[config.mk]
export PLATFORM = sky130hd
export DESIGN_NAME = hamming74_decoder_flat
export DESIGN_NICKNAME = d
export VERILOG_FILES = /design/src/rtl/hamming74_decoder_if.sv /design/src/rtl/hamming74_decoder.sv /design/src/flat_wrapper.sv
export SDC_FILE = /design/constraint.sdc
export NUM_CORES = 1
export LEC_CHECK = 0
export BUFFER_PORTS_ARGS = -buffer_cell sky130_fd_sc_hd__buf_2
export CORE_MARGIN = 3
export CORE_UTILIZATION = 35
export CTS_CLUSTER_SIZE = 30
export DETAILED_ROUTE_END_ITERATION = 10
export GPL_TIMING_DRIVEN = 0
export HOLD_SLACK_MARGIN = 0.15
export PLACE_DENSITY_LB_ADDON = 0.15
export SLEW_MARGIN = 10
export SYNTH_ARGS = -nofsm -noshare
export SYNTH_HDL_FRONTEND = slang
export SYNTH_SLANG_ARGS = --single-unit
export TNS_END_PERCENT = 30
[constraint.sdc]
create_clock -name clk -period 2.4 [get_ports clk]
set_clock_uncertainty 0.2 [all_clocks]
set_input_delay 0.24 -clock clk [delete_from_list [all_inputs] [get_ports clk]]
set_output_delay 0.24 -clock clk [all_outputs]
set_load 0.01 [all_outputs]
[src/rtl/hamming74_decoder_if.sv]
// -----------------------------------------------------------------------------
// hamming74_decoder_if
//
// Streaming bus between the Hamming(7,4) decoder and its neighbours.
//   in_valid      upstream codeword valid
//   in_ready      decoder can accept a codeword this cycle
//   in_code       7-bit codeword {d3,d2,d1,p4,d0,p2,p1}
//   out_valid     decoded word held in the output register
//   out_ready     downstream accepts the output this cycle
//   out_data      corrected data {d3,d2,d1,d0}
//   out_syndrome  {s4,s2,s1}; 0 = clean, else 1-based error bit position
//   out_corrected syndrome was non-zero
//
// modport slave  : the decoder side
// modport master : the side that drives codewords and consumes results
// -----------------------------------------------------------------------------
interface hamming74_decoder_if;
   logic       in_valid;
   logic       in_ready;
   logic [6:0] in_code;
   logic       out_valid;
   logic       out_ready;
   logic [3:0] out_data;
   logic [2:0] out_syndrome;
   logic       out_corrected;

   modport slave (
      input  in_valid, in_code, out_ready,
      output in_ready, out_valid, out_data, out_syndrome, out_corrected
   );

   modport master (
      output in_valid, in_code, out_ready,
      input  in_ready, out_valid, out_data, out_syndrome, out_corrected
   );
endinterface

[src/rtl/hamming74_decoder.sv]
// -----------------------------------------------------------------------------
// hamming74_decoder
//
// Streaming Hamming(7,4) single-error-correcting decoder with a one-entry
// registered output stage and saturating link statistics.
//
// Ports
//   clk         rising-edge clock
//   rst_n       synchronous active-low reset
//   bus         hamming74_decoder_if.slave (codeword in, corrected word out)
//   clr_count   synchronous clear of both counters (wins over increments)
//   word_count  codewords accepted since reset/clear, saturating
//   corr_count  accepted codewords with a non-zero syndrome, saturating
//
// The codeword is decoded combinationally from in_code but only ever reaches
// the outputs through the output register, so the sole combinational path is
// out_ready -> in_ready.
// -----------------------------------------------------------------------------
module hamming74_decoder #(
   parameter int CNT_W = 16
) (
   input  logic               clk,
   input  logic               rst_n,
   hamming74_decoder_if.slave bus,
   input  logic               clr_count,
   output logic [CNT_W-1:0]   word_count,
   output logic [CNT_W-1:0]   corr_count
);

   localparam logic [CNT_W-1:0] CNT_MAX = '1;
   localparam logic [CNT_W-1:0] CNT_ONE = {{(CNT_W-1){1'b0}}, 1'b1};

   logic       accept;
   logic [2:0] syndrome;
   logic [6:0] flip_mask;
   logic [6:0] fixed_code;

   // Single output register: free a slot whenever the held word leaves.
   assign bus.in_ready = !bus.out_valid || bus.out_ready;
   assign accept       = bus.in_valid && bus.in_ready;

   always_comb begin
      // NOTE: every variable gets a default before any conditional update so
      // no path leaves it unassigned, which would infer a latch.
      flip_mask  = '0;
      syndrome   = {bus.in_code[3] ^ bus.in_code[4] ^ bus.in_code[5] ^ bus.in_code[6],
                    bus.in_code[1] ^ bus.in_code[2] ^ bus.in_code[5] ^ bus.in_code[6],
                    bus.in_code[0] ^ bus.in_code[2] ^ bus.in_code[4] ^ bus.in_code[6]};
      // The syndrome is the 1-based position of the bad bit.
      if (syndrome != 3'd0) begin
         flip_mask = 7'd1 << (syndrome - 3'd1);
      end
      fixed_code = bus.in_code ^ flip_mask;
   end

   // Output register with valid/ready flow control.
   always_ff @(posedge clk) begin
      // NOTE: sequential state uses non-blocking assignments so every register
      // samples pre-edge values regardless of statement order.
      if (!rst_n) begin
         bus.out_valid     <= 1'b0;
         bus.out_data      <= '0;
         bus.out_syndrome  <= '0;
         bus.out_corrected <= 1'b0;
      end else if (accept) begin
         bus.out_valid     <= 1'b1;
         bus.out_data      <= {fixed_code[6], fixed_code[5], fixed_code[4], fixed_code[2]};
         bus.out_syndrome  <= syndrome;
         bus.out_corrected <= (syndrome != 3'd0);
      end else if (bus.out_ready) begin
         bus.out_valid     <= 1'b0;
      end
   end

   // Saturating statistics; a clear drops any same-cycle increment.
   always_ff @(posedge clk) begin
      if (!rst_n || clr_count) begin
         word_count <= '0;
         corr_count <= '0;
      end else if (accept) begin
         if (word_count != CNT_MAX) begin
            word_count <= word_count + CNT_ONE;
         end
         if ((syndrome != 3'd0) && (corr_count != CNT_MAX)) begin
            corr_count <= corr_count + CNT_ONE;
         end
      end
   end

endmodule

[src/flat_wrapper.sv]
// flat-port wrapper written by rule: the top's interface ports become plain ports
module hamming74_decoder_flat 
#(
   parameter int CNT_W = 16
)
  (clk, rst_n, clr_count, word_count, corr_count, bus_in_valid, bus_in_code, bus_out_ready, bus_in_ready, bus_out_valid, bus_out_data, bus_out_syndrome, bus_out_corrected);
  hamming74_decoder_if bus_i ();
  input  logic clk;
  input  logic rst_n;
  input  logic clr_count;
  output logic [CNT_W-1:0] word_count;
  output logic [CNT_W-1:0] corr_count;
  input wire logic [$bits(bus_i.in_valid)-1:0] bus_in_valid;
  input wire logic [$bits(bus_i.in_code)-1:0] bus_in_code;
  input wire logic [$bits(bus_i.out_ready)-1:0] bus_out_ready;
  output wire logic [$bits(bus_i.in_ready)-1:0] bus_in_ready;
  output wire logic [$bits(bus_i.out_valid)-1:0] bus_out_valid;
  output wire logic [$bits(bus_i.out_data)-1:0] bus_out_data;
  output wire logic [$bits(bus_i.out_syndrome)-1:0] bus_out_syndrome;
  output wire logic [$bits(bus_i.out_corrected)-1:0] bus_out_corrected;
  assign bus_i.in_valid = bus_in_valid;
  assign bus_i.in_code = bus_in_code;
  assign bus_i.out_ready = bus_out_ready;
  assign bus_in_ready = bus_i.in_ready;
  assign bus_out_valid = bus_i.out_valid;
  assign bus_out_data = bus_i.out_data;
  assign bus_out_syndrome = bus_i.out_syndrome;
  assign bus_out_corrected = bus_i.out_corrected;
  hamming74_decoder #(.CNT_W(CNT_W)) u_core (.clk(clk), .rst_n(rst_n), .bus(bus_i), .clr_count(clr_count), .word_count(word_count), .corr_count(corr_count));
endmodule
# --- Word level (Yosys, flattened, before mapping) ---
# Cells that the tools add are included.
word_totals:
  register_bits: 41
  output_inout_bits: 42
  wordCells: 35
op_classes:
  add_sub_neg: 3
  eq_ne: 2
  shifts: 1
  mux: 3
  bitwise: 10
  n_reduce_logical: 10
ops:
  columns: ["cell", "n"]
  rows:
  - ["$add 16x1->16 const B", 2]
  - ["$ne 16x16->1 const B", 2]
  - ["$xor 1x1->1", 9]
  - ["$mux 7", 1]
  - ["$shl 1x3->7 const A", 1]
  - ["$xor 7x7->7", 1]
  - ["$reduce_and 2->1", 2]
  - ["$reduce_bool 3->1", 1]
  - ["$sub 3x1->3 const B", 1]
  - ["$logic_and 1x1->1", 2]
  - ["$logic_not 1->1", 2]
  - ["$logic_or 1x1->1", 2]
  - ["$mux 1", 2]
  - ["$reduce_bool 2->1", 1]

# --- Depth between registers and ports, before layout ---
logic_depth:
  word_depth: 7
  mapped_depth: 8
  depth_no_buf: 8

# --- Worst setup path after synthesis ---
# OpenSTA, ideal clock, no wires.
synth_path:
  kind: "input to register"
  startpoint: "input bus_in_code[4]"
  endpoint: "register u_core.corr_count[15]"
  setup_ns: 0.059
  arrival_ns: 2.228
  t_required_ns: 2.141
  setup_slack_ns: -0.087
  path_stages: 8
  path_buffers: 0
  cell_sequence: "xnor2_1 xnor2_1 and2_1 ha_1 nand4b_4 or4_4 or4_1 nand2_1"
synth_between:
  elab_chain_len: 6
  elab_cells_between_ends: 8
  cone_classes: "5 x bitwise; 3 x reduce/logical"
synth_lines:
  columns: ["element", "line", "source"]
  rows:
  - ["start, declared", "flat_wrapper.sv:14", "input wire logic [$bits(bus_i.in_code)-1:0] bus_in_code;"]
  - ["$xor 1x1->1 (3 in series)", "hamming74_decoder.sv:46", "syndrome = {bus.in_code[3] ^ bus.in_code[4] ^ bus.in_code[5] ^ bus.in_code[6],"]
  - ["$reduce_bool 3->1 (*)", "hamming74_decoder.sv:84", "if ((syndrome != 3'd0) && (corr_count != CNT_MAX)) begin"]
  - ["$logic_and 1x1->1 (*)", "hamming74_decoder.sv:84", null]
  - ["$reduce_and 2->1 (no line) (*)", null, null]
  - ["end signal, assigned", "hamming74_decoder.sv:85", "corr_count <= corr_count + CNT_ONE;"]
  - ["end, declared", "hamming74_decoder.sv:27", "output logic [CNT_W-1:0] corr_count"]
# Mark *: on every way between the ends. The rest lies on a longest branch, timed or not.
# A chain may end at the register's enable or synchronous reset.

# --- Worst setup path in the final report ---
layout_path:
  startpoint: "input bus_in_code[6]"
  endpoint: "register u_core.corr_count[15]"
layout_between:
  elab_chain_len: 4
  elab_cells_between_ends: 6
  cone_classes: "3 x bitwise; 3 x reduce/logical"
layout_lines:
  columns: ["element", "line"]
  rows:
  - ["$xor 1x1->1 (on tied branches)", "hamming74_decoder.sv:48, hamming74_decoder.sv:46, hamming74_decoder.sv:47"]
  - ["$reduce_bool 3->1 (*)", "hamming74_decoder.sv:84"]
  - ["$logic_and 1x1->1 (*)", "hamming74_decoder.sv:84"]
  - ["$reduce_and 2->1 (no line) (*)", null]
# Marked as above.

==> key figures <==
Power and ir drop
  – Leakage power: 0.00108 uW
  – Pwr/cell area: 537 nW/um^2
  – VDD IR max: 285 uV

Yosys
  – Ys Warns: 0
  – Number of synthesized flops with an enable pin: 0
  – Post-synthesis sequential area ratio: 39.4%
  – Area fraction of the dominant cell type after synthesis: 39.4%
  – #FFs+latches synth: 41
  – Distinct cells, synth: 42
  – Mapped Avg Cell Area: 9.02 sq um
  – Top cells by area, synth: dfxtp_1 (39%), xnor2_1 (11%), nand2_1 (3.8%)
  – Cells after Synth: 231
  – Syn Nets: 247
  – Synth area leader: dfxtp_1
  – Synth Cell Area: 2080 sq um
  – Post-synth ARST share: 0%
  – Top_reg_cell synth: dfxtp_1
  – Post-synth top cells: dfxtp_1 (41), xnor2_1 (25), nand2_1 (21), nor2_1 (21), nand3_1 (10)
  – Most common cell in the netlist: dfxtp_1

Detailed routing
  – Drt via density: 5.08
  – Vias: 1890
  – Wire per inst: 13.4 microns
  – Post-DRT Antenna Nets: 0
  – Drt total wl: 4980 microns
  – 1st-pass router iterations: 5
  – DRT iter0 DRCs: 90
  – DRC Markers: 0

Clock network
  – Clk sink count: 41
  – Worst skew pair latency: 300 ps
  – TritonCTS Buffers: 5
  – CTS Root Cell: clkbuf_8
  – H-tree levels: 2
  – TritonCTS clock tree: yes
  – Clock buffer depth: 2
  – Clock Pin Slew Worst Setup and Hold Paths: 80 ps

Critical path
  – Crit-path cells: buf_2 -> xnor2_2 -> xnor2_2 -> and2_1 -> ha_1 -> nand4b_4 -> or4_4 -> or4_1 -> nand2_1
  – Critical path arrival: 2350 ps
  – Worst r2r src: u_core.corr_count[0]
  – R2r endpoint: u_core.corr_count[5]
  – CP Data Required Time: 2440 ps
  – Most used cell, CP: xnor2_2
  – CP endpoint kind: register
  – CP peak stage delay: 470 ps
  – Critical Path Fanout Max: 6
  – Internal reg-to-reg setup slack: 190 ps
  – Critical path class: input pin to register
  – Critical path's slowest cell: or4_4
  – Reg2Reg Depth: 6
  – Crit start category: input pin

STA
  – Peak Freq: 434 MHz
  – Fin crit share: 96.0%
  – Least-Margin Pin Slew: 464 ps
  – Worst slew margin: 69.0%
  – Final setup fails: 0
  – Final hold violations: 0
  – Max Slew Vio Count: 0
  – Hold WS: 216 ps
  – Tmin final: 2300 ps
  – TNS Setup: 0 ps

Place
  – # port buffers: 53
  – RePlAce Congestion: 0.762
  – Placed Area: 2450 sq um
  – Post-DP HPWL: 3550 microns

Global route
  – Pin count of the biggest net entering global routing: 13
  – Overflow after GRT: 0
  – Initial antenna violation count: 0
  – GR Util All Layers: 14.3%
  – First-pass GRT wire length: 8270 microns
  – Vias in the first global route: 1736

Cells and area
  – Core Util, Final: 47.3%
  – Diode count: 0
  – Design area: 2670 sq um
  – Synth-to-Final Area Change: 28.2%
  – Fin nets: 315
  – Layout cells sized above 1: 26.7%

Die
  – Die ar.: 6910 sq um
  – IO Count: 54
  – Std cell rows: 27
  – Die span in x: 83.2 microns
  – Initial Util: 36.9%
  – Core area: 5640 sq um
  – Vert. Die Dim: 83.2 microns

Min path
  – Hold Path Cell Cnt: 4
  – HP Start: bus_out_ready
  – Hold endpoint: u_core.bus.out_valid
  – Hold WC Path Type: input pin to register

Status
  – Outcome: finished, final reports clean

Flow run
  – MaxCap Viol Count: 0
==> final cells by class <==
class | count | area (sq um)
tap | 72 | 90.1
clock inverter | 1 | 5.00
inverter | 4 | 15.0
multi-input combinational | 179 | 1270
fill | 574 | 2970
timing repair buffer | 61 | 340
clock buffer | 7 | 96.3
buffer | 7 | 36.3
sequential | 41 | 821
==> worst max path at each step <==
stage	start	to	slack [ps]
floorplan	bus_in_code[0]	u_core.corr_count[15]	20
global placement	bus_in_code[2]	u_core.corr_count[13]	-280
detailed placement	bus_in_code[2]	u_core.corr_count[15]	-300
CTS	bus_in_code[2]	u_core.corr_count[15]	10
global route	bus_in_code[6]	u_core.corr_count[11]	-20
finish	bus_in_code[6]	u_core.corr_count[15]	100
==> flip-flops by register name, indices dropped and copies added, names as in the netlist <==
name / cells
u_core.bus.out_syndrome: 3
u_core.bus.out_corrected: 1
u_core.corr_count: 16
u_core.word_count: 16
u_core.bus.out_data: 4
u_core.bus.out_valid: 1
==> power by group <==
part | total [uW] | switching (uW) | internal (uW)
registers | 709 | 11.7 | 698
logic | 219 | 117 | 102
clock network | 505 | 245 | 260
==> metal layers <==
layer | wire, microns | track usage [%]
met5 | 0 | 0
met4 | 46 | 3.12
met3 | 234 | 4.86
met2 | 2280 | 22.6
met1 | 2420 | 19.0
==> layout by cell type, fill, tap and decap left out, types with 2 or more instances in the layout <==
cell / netlist / layout
nand2_1: 21 / 21
a31oi_1: 2 / 2
nand3_1: 10 / 10
nor3b_1: 3 / 3
dlygate4sd3_1: 0 / 6
or3_1: 2 / 2
buf_2: 0 / 53
xor2_1: 8 / 8
o21ai_0: 9 / 9
or4_1: 5 / 5
and4_1: 5 / 5
o211ai_1: 4 / 4
nor2_1: 21 / 21
a21oi_1: 9 / 9
nor4_1: 6 / 6
buf_4: 0 / 2
nor2b_1: 3 / 3
o211a_1: 4 / 4
o31ai_1: 2 / 2
ha_1: 4 / 4
clkbuf_1: 6 / 6
dfxtp_1: 41 / 41
nand4_1: 5 / 5
and2_1: 3 / 3
nor3_1: 4 / 4
a211oi_1: 2 / 2
inv_1: 4 / 4
nor4b_1: 3 / 3
xnor2_1: 25 / 19
o2111ai_1: 4 / 4
clkbuf_8: 1 / 8
xnor2_2: 0 / 5
or2_2: 2 / 2
==> logic make-up (layout without fill, tap and decap cells) <==
family                   count (synthesis)  count (layout)  synth area share [%]
XOR/XNOR                                33              33                  13.9
buffers and inverters                   11              80                  2.46
flip-flops                              41              41                  39.4
adder cells (fa/ha/maj)                  4               4                  2.40
AO/OA/AOI/OAI                           41              41                  13.4
AND/OR/NAND/NOR                        101             101                  28.5
==> critical path, delay by kind of cell <==
kind / cells / cell delay (ps)
xor gates and xnor gates: 2 / 360
buffers and inverters: 1 / 150
adders and majority gates: 1 / 240
and+or+nand+nor: 5 / 1340
==> repair_timing <==
| action | in CTS | in global routing |
|---|---|---|
| gates resized for setup | 0 | 6 |
| hold buffers | 6 | 0 |
| setup endpoints to repair | 0 | 3 |
| setup buffers | 0 | 2 |
| endpoints found under the hold margin | 9 | 0 |
==> per-stage QoR <==
step                instances  setup slack [ps]  total power [uW]
finish                    372              96.0              1430
global route              372             -19.7              1500
CTS                       370              14.7              1440
detailed placement        356              -297               921
global placement          356              -285               921
floorplan                 231              17.6               860
Power figures use the tool's default switching activity.
